File: src/rtl/digit_entry_ctrl_if.sv
// digit_entry_ctrl_if
//   Bus between the digit entry sequencer and its neighbours: the 4-nibble
//   entry shift register (shift/clear strobes out, current contents back)
//   and the downstream operand consumer (valid/ready handshake).
//   master : sequencer side   slave : shift register / consumer side
//   shift_en      1-cycle shift strobe
//   shift_din     digit presented with shift_en
//   shift_clr     1-cycle clear strobe
//   sr_data       current shift register contents
//   operand       captured word
//   operand_valid operand offered downstream
//   operand_ready downstream accepts operand
interface digit_entry_ctrl_if #(
  parameter int unsigned MAX_DIGITS = 4,
  parameter int unsigned DIGIT_W    = 4
);
  logic                          shift_en;
  logic [DIGIT_W-1:0]            shift_din;
  logic                          shift_clr;
  logic [MAX_DIGITS*DIGIT_W-1:0] sr_data;
  logic [MAX_DIGITS*DIGIT_W-1:0] operand;
  logic                          operand_valid;
  logic                          operand_ready;

  modport master (
    output shift_en, shift_din, shift_clr, operand, operand_valid,
    input  sr_data, operand_ready
  );

  modport slave (
    input  shift_en, shift_din, shift_clr, operand, operand_valid,
    output sr_data, operand_ready
  );
endinterface

File: src/rtl/digit_entry_ctrl.sv
// digit_entry_ctrl
//   Turns debounced button levels into single-cycle shift/clear strobes for
//   the digit entry shift register, tracks how many digits are held, rejects
//   pushes beyond capacity, and on "enter" captures the assembled word and
//   offers it downstream with a valid/ready handshake.
// Ports:
//   clk, rst        system clock, asynchronous active-high reset
//   i_btn_push      button level; rising edge shifts in i_sw_digit
//   i_btn_clear     button level; rising edge clears the entry
//   i_btn_enter     button level; rising edge submits the entry
//   i_sw_digit      digit value sampled on the push edge
//   o_digit_count   digits currently held
//   o_push_reject   1-cycle pulse when a push is refused (register full)
//   bus             shift register strobes and operand handshake (master)
module digit_entry_ctrl #(
  parameter int unsigned MAX_DIGITS = 4,
  parameter int unsigned DIGIT_W    = 4,
  parameter int unsigned CNT_W      = 3
) (
  input  logic               clk,
  input  logic               rst,
  input  logic               i_btn_push,
  input  logic               i_btn_clear,
  input  logic               i_btn_enter,
  input  logic [DIGIT_W-1:0] i_sw_digit,
  output logic [CNT_W-1:0]   o_digit_count,
  output logic               o_push_reject,
  digit_entry_ctrl_if.master bus
);

  localparam int unsigned WORD_W = MAX_DIGITS * DIGIT_W;

  typedef enum logic [2:0] {
    S_EMPTY,
    S_ENTRY,
    S_FULL,
    S_CAPTURE,
    S_OFFER
  } state_t;

  state_t              r_state;
  logic                r_push_q;
  logic                r_clear_q;
  logic                r_enter_q;
  logic                r_armed;
  logic [CNT_W-1:0]    r_count;
  logic                r_shift_en;
  logic [DIGIT_W-1:0]  r_shift_din;
  logic                r_shift_clr;
  logic                r_reject;
  logic [WORD_W-1:0]   r_operand;
  logic                r_valid;

  state_t              w_state_nxt;
  logic [CNT_W-1:0]    w_count_nxt;
  logic [CNT_W-1:0]    w_count_inc;
  logic                w_shift_en_nxt;
  logic [DIGIT_W-1:0]  w_shift_din_nxt;
  logic                w_shift_clr_nxt;
  logic                w_reject_nxt;
  logic [WORD_W-1:0]   w_operand_nxt;
  logic                w_valid_nxt;
  logic                w_clr;
  logic                w_ent;
  logic                w_push;

  // r_armed masks edges for the first cycle after reset so a button already
  // held high at reset release is seen as a level, not a fresh press.
  // Priority clear > enter > push; losers are simply dropped.
  assign w_clr  = r_armed & i_btn_clear & ~r_clear_q;
  assign w_ent  = r_armed & i_btn_enter & ~r_enter_q & ~w_clr;
  assign w_push = r_armed & i_btn_push  & ~r_push_q  & ~w_clr & ~(i_btn_enter & ~r_enter_q);

  assign w_count_inc = r_count + CNT_W'(1);

  always_comb begin
    w_state_nxt     = r_state;
    w_count_nxt     = r_count;
    w_shift_en_nxt  = 1'b0;
    w_shift_din_nxt = r_shift_din;
    w_shift_clr_nxt = 1'b0;
    w_reject_nxt    = 1'b0;
    w_operand_nxt   = r_operand;
    w_valid_nxt     = r_valid;
    case (r_state)
      S_EMPTY, S_ENTRY: begin
        if (w_clr) begin
          w_shift_clr_nxt = 1'b1;
          w_count_nxt     = '0;
          w_state_nxt     = S_EMPTY;
        end else if (w_ent) begin
          if (r_state == S_ENTRY) w_state_nxt = S_CAPTURE;
        end else if (w_push) begin
          w_shift_en_nxt  = 1'b1;
          w_shift_din_nxt = i_sw_digit;
          w_count_nxt     = w_count_inc;
          w_state_nxt     = (w_count_inc == CNT_W'(MAX_DIGITS)) ? S_FULL : S_ENTRY;
        end
      end
      S_FULL: begin
        if (w_clr) begin
          w_shift_clr_nxt = 1'b1;
          w_count_nxt     = '0;
          w_state_nxt     = S_EMPTY;
        end else if (w_ent) begin
          w_state_nxt = S_CAPTURE;
        end else if (w_push) begin
          w_reject_nxt = 1'b1;
        end
      end
      // One idle cycle lets a shift strobed in the previous cycle land in
      // sr_data before it is captured.
      S_CAPTURE: begin
        w_operand_nxt = bus.sr_data;
        w_valid_nxt   = 1'b1;
        w_state_nxt   = S_OFFER;
      end
      S_OFFER: begin
        if (w_clr || (r_valid && bus.operand_ready)) begin
          w_valid_nxt     = 1'b0;
          w_shift_clr_nxt = 1'b1;
          w_count_nxt     = '0;
          w_state_nxt     = S_EMPTY;
        end
      end
      default: w_state_nxt = S_EMPTY;
    endcase
  end

  always_ff @(posedge clk or posedge rst) begin
    if (rst) begin
      r_state     <= S_EMPTY;
      r_push_q    <= 1'b0;
      r_clear_q   <= 1'b0;
      r_enter_q   <= 1'b0;
      r_armed     <= 1'b0;
      r_count     <= '0;
      r_shift_en  <= 1'b0;
      r_shift_din <= '0;
      r_shift_clr <= 1'b0;
      r_reject    <= 1'b0;
      r_operand   <= '0;
      r_valid     <= 1'b0;
    end else begin
      r_state     <= w_state_nxt;
      r_push_q    <= i_btn_push;
      r_clear_q   <= i_btn_clear;
      r_enter_q   <= i_btn_enter;
      r_armed     <= 1'b1;
      r_count     <= w_count_nxt;
      r_shift_en  <= w_shift_en_nxt;
      r_shift_din <= w_shift_din_nxt;
      r_shift_clr <= w_shift_clr_nxt;
      r_reject    <= w_reject_nxt;
      r_operand   <= w_operand_nxt;
      r_valid     <= w_valid_nxt;
    end
  end

  assign o_digit_count     = r_count;
  assign o_push_reject     = r_reject;
  assign bus.shift_en      = r_shift_en;
  assign bus.shift_din     = r_shift_din;
  assign bus.shift_clr     = r_shift_clr;
  assign bus.operand       = r_operand;
  assign bus.operand_valid = r_valid;

endmodule

File: src/flat_wrapper.sv
// flat-port wrapper written by rule: the top's interface ports become plain ports
module digit_entry_ctrl_flat 
#(
  parameter int unsigned MAX_DIGITS = 4,
  parameter int unsigned DIGIT_W    = 4,
  parameter int unsigned CNT_W      = 3
)
  (clk, rst, i_btn_push, i_btn_clear, i_btn_enter, i_sw_digit, o_digit_count, o_push_reject, bus_shift_en, bus_shift_din, bus_shift_clr, bus_operand, bus_operand_valid, bus_sr_data, bus_operand_ready);
  digit_entry_ctrl_if #(.MAX_DIGITS(MAX_DIGITS), .DIGIT_W(DIGIT_W)) bus_i ();
  input  logic clk;
  input  logic rst;
  input  logic i_btn_push;
  input  logic i_btn_clear;
  input  logic i_btn_enter;
  input  logic [DIGIT_W-1:0] i_sw_digit;
  output logic [CNT_W-1:0] o_digit_count;
  output logic o_push_reject;
  output wire logic [$bits(bus_i.shift_en)-1:0] bus_shift_en;
  output wire logic [$bits(bus_i.shift_din)-1:0] bus_shift_din;
  output wire logic [$bits(bus_i.shift_clr)-1:0] bus_shift_clr;
  output wire logic [$bits(bus_i.operand)-1:0] bus_operand;
  output wire logic [$bits(bus_i.operand_valid)-1:0] bus_operand_valid;
  input wire logic [$bits(bus_i.sr_data)-1:0] bus_sr_data;
  input wire logic [$bits(bus_i.operand_ready)-1:0] bus_operand_ready;
  assign bus_shift_en = bus_i.shift_en;
  assign bus_shift_din = bus_i.shift_din;
  assign bus_shift_clr = bus_i.shift_clr;
  assign bus_operand = bus_i.operand;
  assign bus_operand_valid = bus_i.operand_valid;
  assign bus_i.sr_data = bus_sr_data;
  assign bus_i.operand_ready = bus_operand_ready;
  digit_entry_ctrl #(.MAX_DIGITS(MAX_DIGITS), .DIGIT_W(DIGIT_W), .CNT_W(CNT_W)) u_core (.clk(clk), .rst(rst), .i_btn_push(i_btn_push), .i_btn_clear(i_btn_clear), .i_btn_enter(i_btn_enter), .i_sw_digit(i_sw_digit), .o_digit_count(o_digit_count), .o_push_reject(o_push_reject), .bus(bus_i));
endmodule
File: config.mk
export PLATFORM = sky130hd
export DESIGN_NAME = digit_entry_ctrl_flat
export DESIGN_NICKNAME = d
export VERILOG_FILES = /design/src/rtl/digit_entry_ctrl_if.sv /design/src/rtl/digit_entry_ctrl.sv /design/src/flat_wrapper.sv
export SDC_FILE = /design/constraint.sdc
export NUM_CORES = 1
export LEC_CHECK = 0
export ABC_AREA = 1
export CAP_MARGIN = 40
export CORE_MARGIN = 4
export CORE_UTILIZATION = 30
export CTS_CLUSTER_SIZE = 20
export DETAILED_ROUTE_END_ITERATION = 10
export GPL_ROUTABILITY_DRIVEN = 0
export HOLD_SLACK_MARGIN = 0.03
export PLACE_DENSITY_LB_ADDON = 0.15
export SYNTH_ARGS = -nofsm -noshare
export SYNTH_HDL_FRONTEND = slang
export SYNTH_SLANG_ARGS = --single-unit
File: constraint.sdc
create_clock -name clk -period 2.2 [get_ports clk]
set_input_delay 0.44 -clock clk [delete_from_list [all_inputs] [get_ports clk]]
set_output_delay 0.44 -clock clk [all_outputs]
set_load 0.03 [all_outputs]
==> flow_metrics.env <==
export IMPL_hpwl_mm=2.80
export IMPL_grt_usage_pct=12.5
export IMPL_grt_max_degree=22
export IMPL_min_to="u_core.bus.operand_valid"
export IMPL_holdBufCountCts=0
export IMPL_grt_antenna_before_repair=0
export IMPL_num_vias=1268
export IMPL_initial_utilization_pct=31.2
export IMPL_setup_tns_ps=0
export IMPL_grt_pass1_vias=1375
export IMPL_rr_startpoint="u_core.r_state[1]"
export IMPL_ff2ff_path_depth=7
export IMPL_synth_top_cell_by_area="dfrtp_1"
export IMPL_crit_start="u_core.o_digit_count[0]"
export IMPL_skew_ps=4.01
export IMPL_die_area_um2=6620
export IMPL_p_sw_share_pct=41.5
export IMPL_port_buffers=52
export IMPL_powerDensity_nw_per_um2=1400
export IMPL_netlist_area_um2=1610
export IMPL_setup_viol=0
export IMPL_area_growth_pct=43.4
export IMPL_p_comb_share_pct=52.2
export IMPL_wl_per_cell_um=12.9
export IMPL_synth_area_leaders="dfrtp_1 53%, nand2_1 9.8%, mux2_4 7.4%"
export IMPL_slew_violations=0
export IMPL_slew_headroom_pct=60.9
export IMPL_final_util_pct=44.8
export IMPL_syn_nets=182
export IMPL_drtIter0Drc=65
export IMPL_cts_sinks=34
export IMPL_post_route_drc_count=0
export IMPL_cts_root_buf="clkbuf_8"
export IMPL_crit_path_end_kind="output pin"
export IMPL_ios=53
export IMPL_cp_max_fo=5
export IMPL_hold_path_depth=2
export IMPL_worst_r2r_endpoint="u_core.r_state[0]"
export IMPL_vdd_drop_max_uv=659
export IMPL_start_kind="flop"
export IMPL_ant_nets=0
export IMPL_rrSetupSlack_ps=830
export IMPL_dieHeight_um=81.4
export IMPL_n_antenna_cell=0
export IMPL_switchingPower_uw=1350
export IMPL_synth_cell_types=19
export IMPL_avgViaCountPerCell=4.48
export IMPL_fmax_mhz=536
export IMPL_layout_drive_gt1_share_pct=19.2
export IMPL_rsz0062_at_grt="false"
export IMPL_leakage_uw=0.00108
export IMPL_max_cap_viol_count=0
export IMPL_ys_seq_area_share_pct=52.7
export IMPL_crit_path_max_incr_delay_ps=700
export IMPL_cts_resized_gates=0
export IMPL_synth_warnings=0
export IMPL_arrival_ps=1430
export IMPL_fp_dieW_um=81.4
export IMPL_outcome="complete, no violations"
export IMPL_crit_buf_inv=1
export IMPL_post_cts_buffers=0
export IMPL_power_internal_uw=1900
export IMPL_synth_top_area_share_pct=52.7
export IMPL_min_period_ps=1870
export IMPL_core_area_um2=5170
export IMPL_crit_type="flop to output pin"
export IMPL_min_from="u_core.bus.operand_valid"
export IMPL_hp_class="flop to flop"
export IMPL_htreeDepth=2
export IMPL_cp_required_ps=1760
export IMPL_cts_path_max_buffers=2
export IMPL_path_clk_slew_ps=70
export IMPL_synth_avg_cell_area_um2=10.5
export IMPL_cts_tree="done"
export IMPL_worst_pin_slew_ps=586
export IMPL_synth_seq_cells=34
export IMPL_grt_pass1_wl_mm=6.22
export IMPL_slowest_stage="clkdlybuf4s50_1"
export IMPL_clock_latency_ps=280
export IMPL_seqPwrFrac_pct=32.9
export IMPL_rows=26
export IMPL_drt_wl_total_mm=3.65
export IMPL_synthCells=154
export IMPL_nets=240
export IMPL_p_clk_share_pct=14.9
export IMPL_numCtsBuffers=5
export IMPL_path_delay_family="buffers and inverters"
export IMPL_finalHoldViolations=0
export IMPL_crit_chain="clkdlybuf4s50_1"
export IMPL_firstDrtPassIters=4
export IMPL_timing_final_crit_share_pct=84.8
export IMPL_overflow=0
==> cell families (layout without fill, tap and decap cells) <==
logic type / count (synthesis) / in the layout / share of synthesized area (%)
AND/OR/NAND/NOR: 83 / 83 / 26.0
flip-flops: 34 / 34 / 52.7
multiplexers: 16 / 16 / 13.0
buffers and inverters: 12 / 71 / 3.72
AO/OA/AOI/OAI: 6 / 6 / 2.71
adder cells (fa/ha/maj): 2 / 2 / 1.55
other: 1 / 1 / 0.232
==> power groups by stage <==
stage	combinational, µW	sequential, µW	clock, µW
3_3_place_gp	1700	1060	0
2_1_floorplan	669	1490	0
3_5_place_dp	1710	1080	0
4_1_cts	1720	1070	497
6_report	1700	1070	484
5_1_grt	1820	1110	530
==> placed cells by master (no fill, tap or decap), drive strengths merged <==
| master | Yosys | routed |
|---|---|---|
| clkdlybuf4s50 | 0 | 52 |
| nand2 | 45 | 45 |
| dfrtp | 34 | 34 |
| nand3 | 19 | 19 |
| nor2 | 18 | 18 |
| mux2 | 16 | 16 |
| inv | 10 | 10 |
| clkbuf | 0 | 6 |
| o21ai | 5 | 5 |
| ha | 2 | 2 |
| a21boi | 1 | 1 |
| nand4 | 1 | 1 |
| clkinv | 0 | 1 |
| clkinvlp | 0 | 1 |
| buf | 2 | 1 |
| conb | 1 | 1 |
==> flip-flops by register name (all words and copies together), names as in the netlist <==
register / count
u_core.bus.operand: 16
u_core.bus.operand_valid: 1
u_core.bus.shift_clr: 1
u_core.bus.shift_din: 4
u_core.bus.shift_en: 1
u_core.o_digit_count: 3
u_core.o_push_reject: 1
u_core.r_armed: 1
u_core.r_clear_q: 1
u_core.r_enter_q: 1
u_core.r_push_q: 1
u_core.r_state: 3
==> worst max path at each step <==
stage	endpoint	slack [ps]	cells after the start
after floorplan	u_core.r_state[1]	890	9
after global placement	u_core.o_digit_count[0]	430	8
after detailed placement	u_core.o_digit_count[0]	380	8
after CTS	o_digit_count[0]	310	1
after global routing	o_digit_count[0]	290	1
final	o_digit_count[0]	330	1
==> routing by layer <==
metal / wire length (µm) / vias up / part of all wire (%) / track usage (%)
met2: 1920 / 35 / 53 / 22.3
met3: 221 / 5 / 6.1 / 4.32
met5: 0 / - / 0 / 0
met1: 1450 / 613 / 40 / 13.3
li1: - / 615 / - / -
met4: 51 / 0 / 1.4 / 5.07
==> through the flow <==
step	hold WS (ps)	total power (µW)	cell area, µm²	setup WS [ps]	instances
final	502	3250	2310	335	283
after detailed placement	495	2790	2220	384	275
after global placement	489	2760	2220	429	275
after floorplan	471	2150	1610	894	154
after CTS	511	3290	2310	314	283
after global routing	537	3460	2310	291	283
==> worst min-delay path, stage by stage (launching register included) <==
cell and delay (ps):
dfrtp_1 360, nand2_1 60, nand2_1 50
==> cell type report <==
cell class                 instances  area, µm²
fill                             495       2860
sequential                        34        851
multi-input combinational        108        703
timing repair buffer              53        541
tap                               70       87.6
clock buffer                       6       82.6
inverter                          10       37.5
clock inverter                     2       12.5
==> Yosys cell counts <==
| master | n |
|---|---|
| inv_1 | 7 |
| o21ai_0 | 5 |
| dfrtp_1 | 34 |
| nand3_2 | 1 |
| mux2_2 | 8 |
| nand3_4 | 3 |
| conb_1 | 1 |
| nand2_2 | 3 |
| inv_2 | 3 |
| nand4_1 | 1 |
| nand2_1 | 42 |
| nor2_1 | 13 |
| a21boi_4 | 1 |
| mux2_4 | 8 |
| nand3_1 | 15 |
| buf_6 | 2 |
| ha_1 | 2 |
| nor2_2 | 1 |
| nor2_4 | 4 |
(Power assumes the default switching activity.)
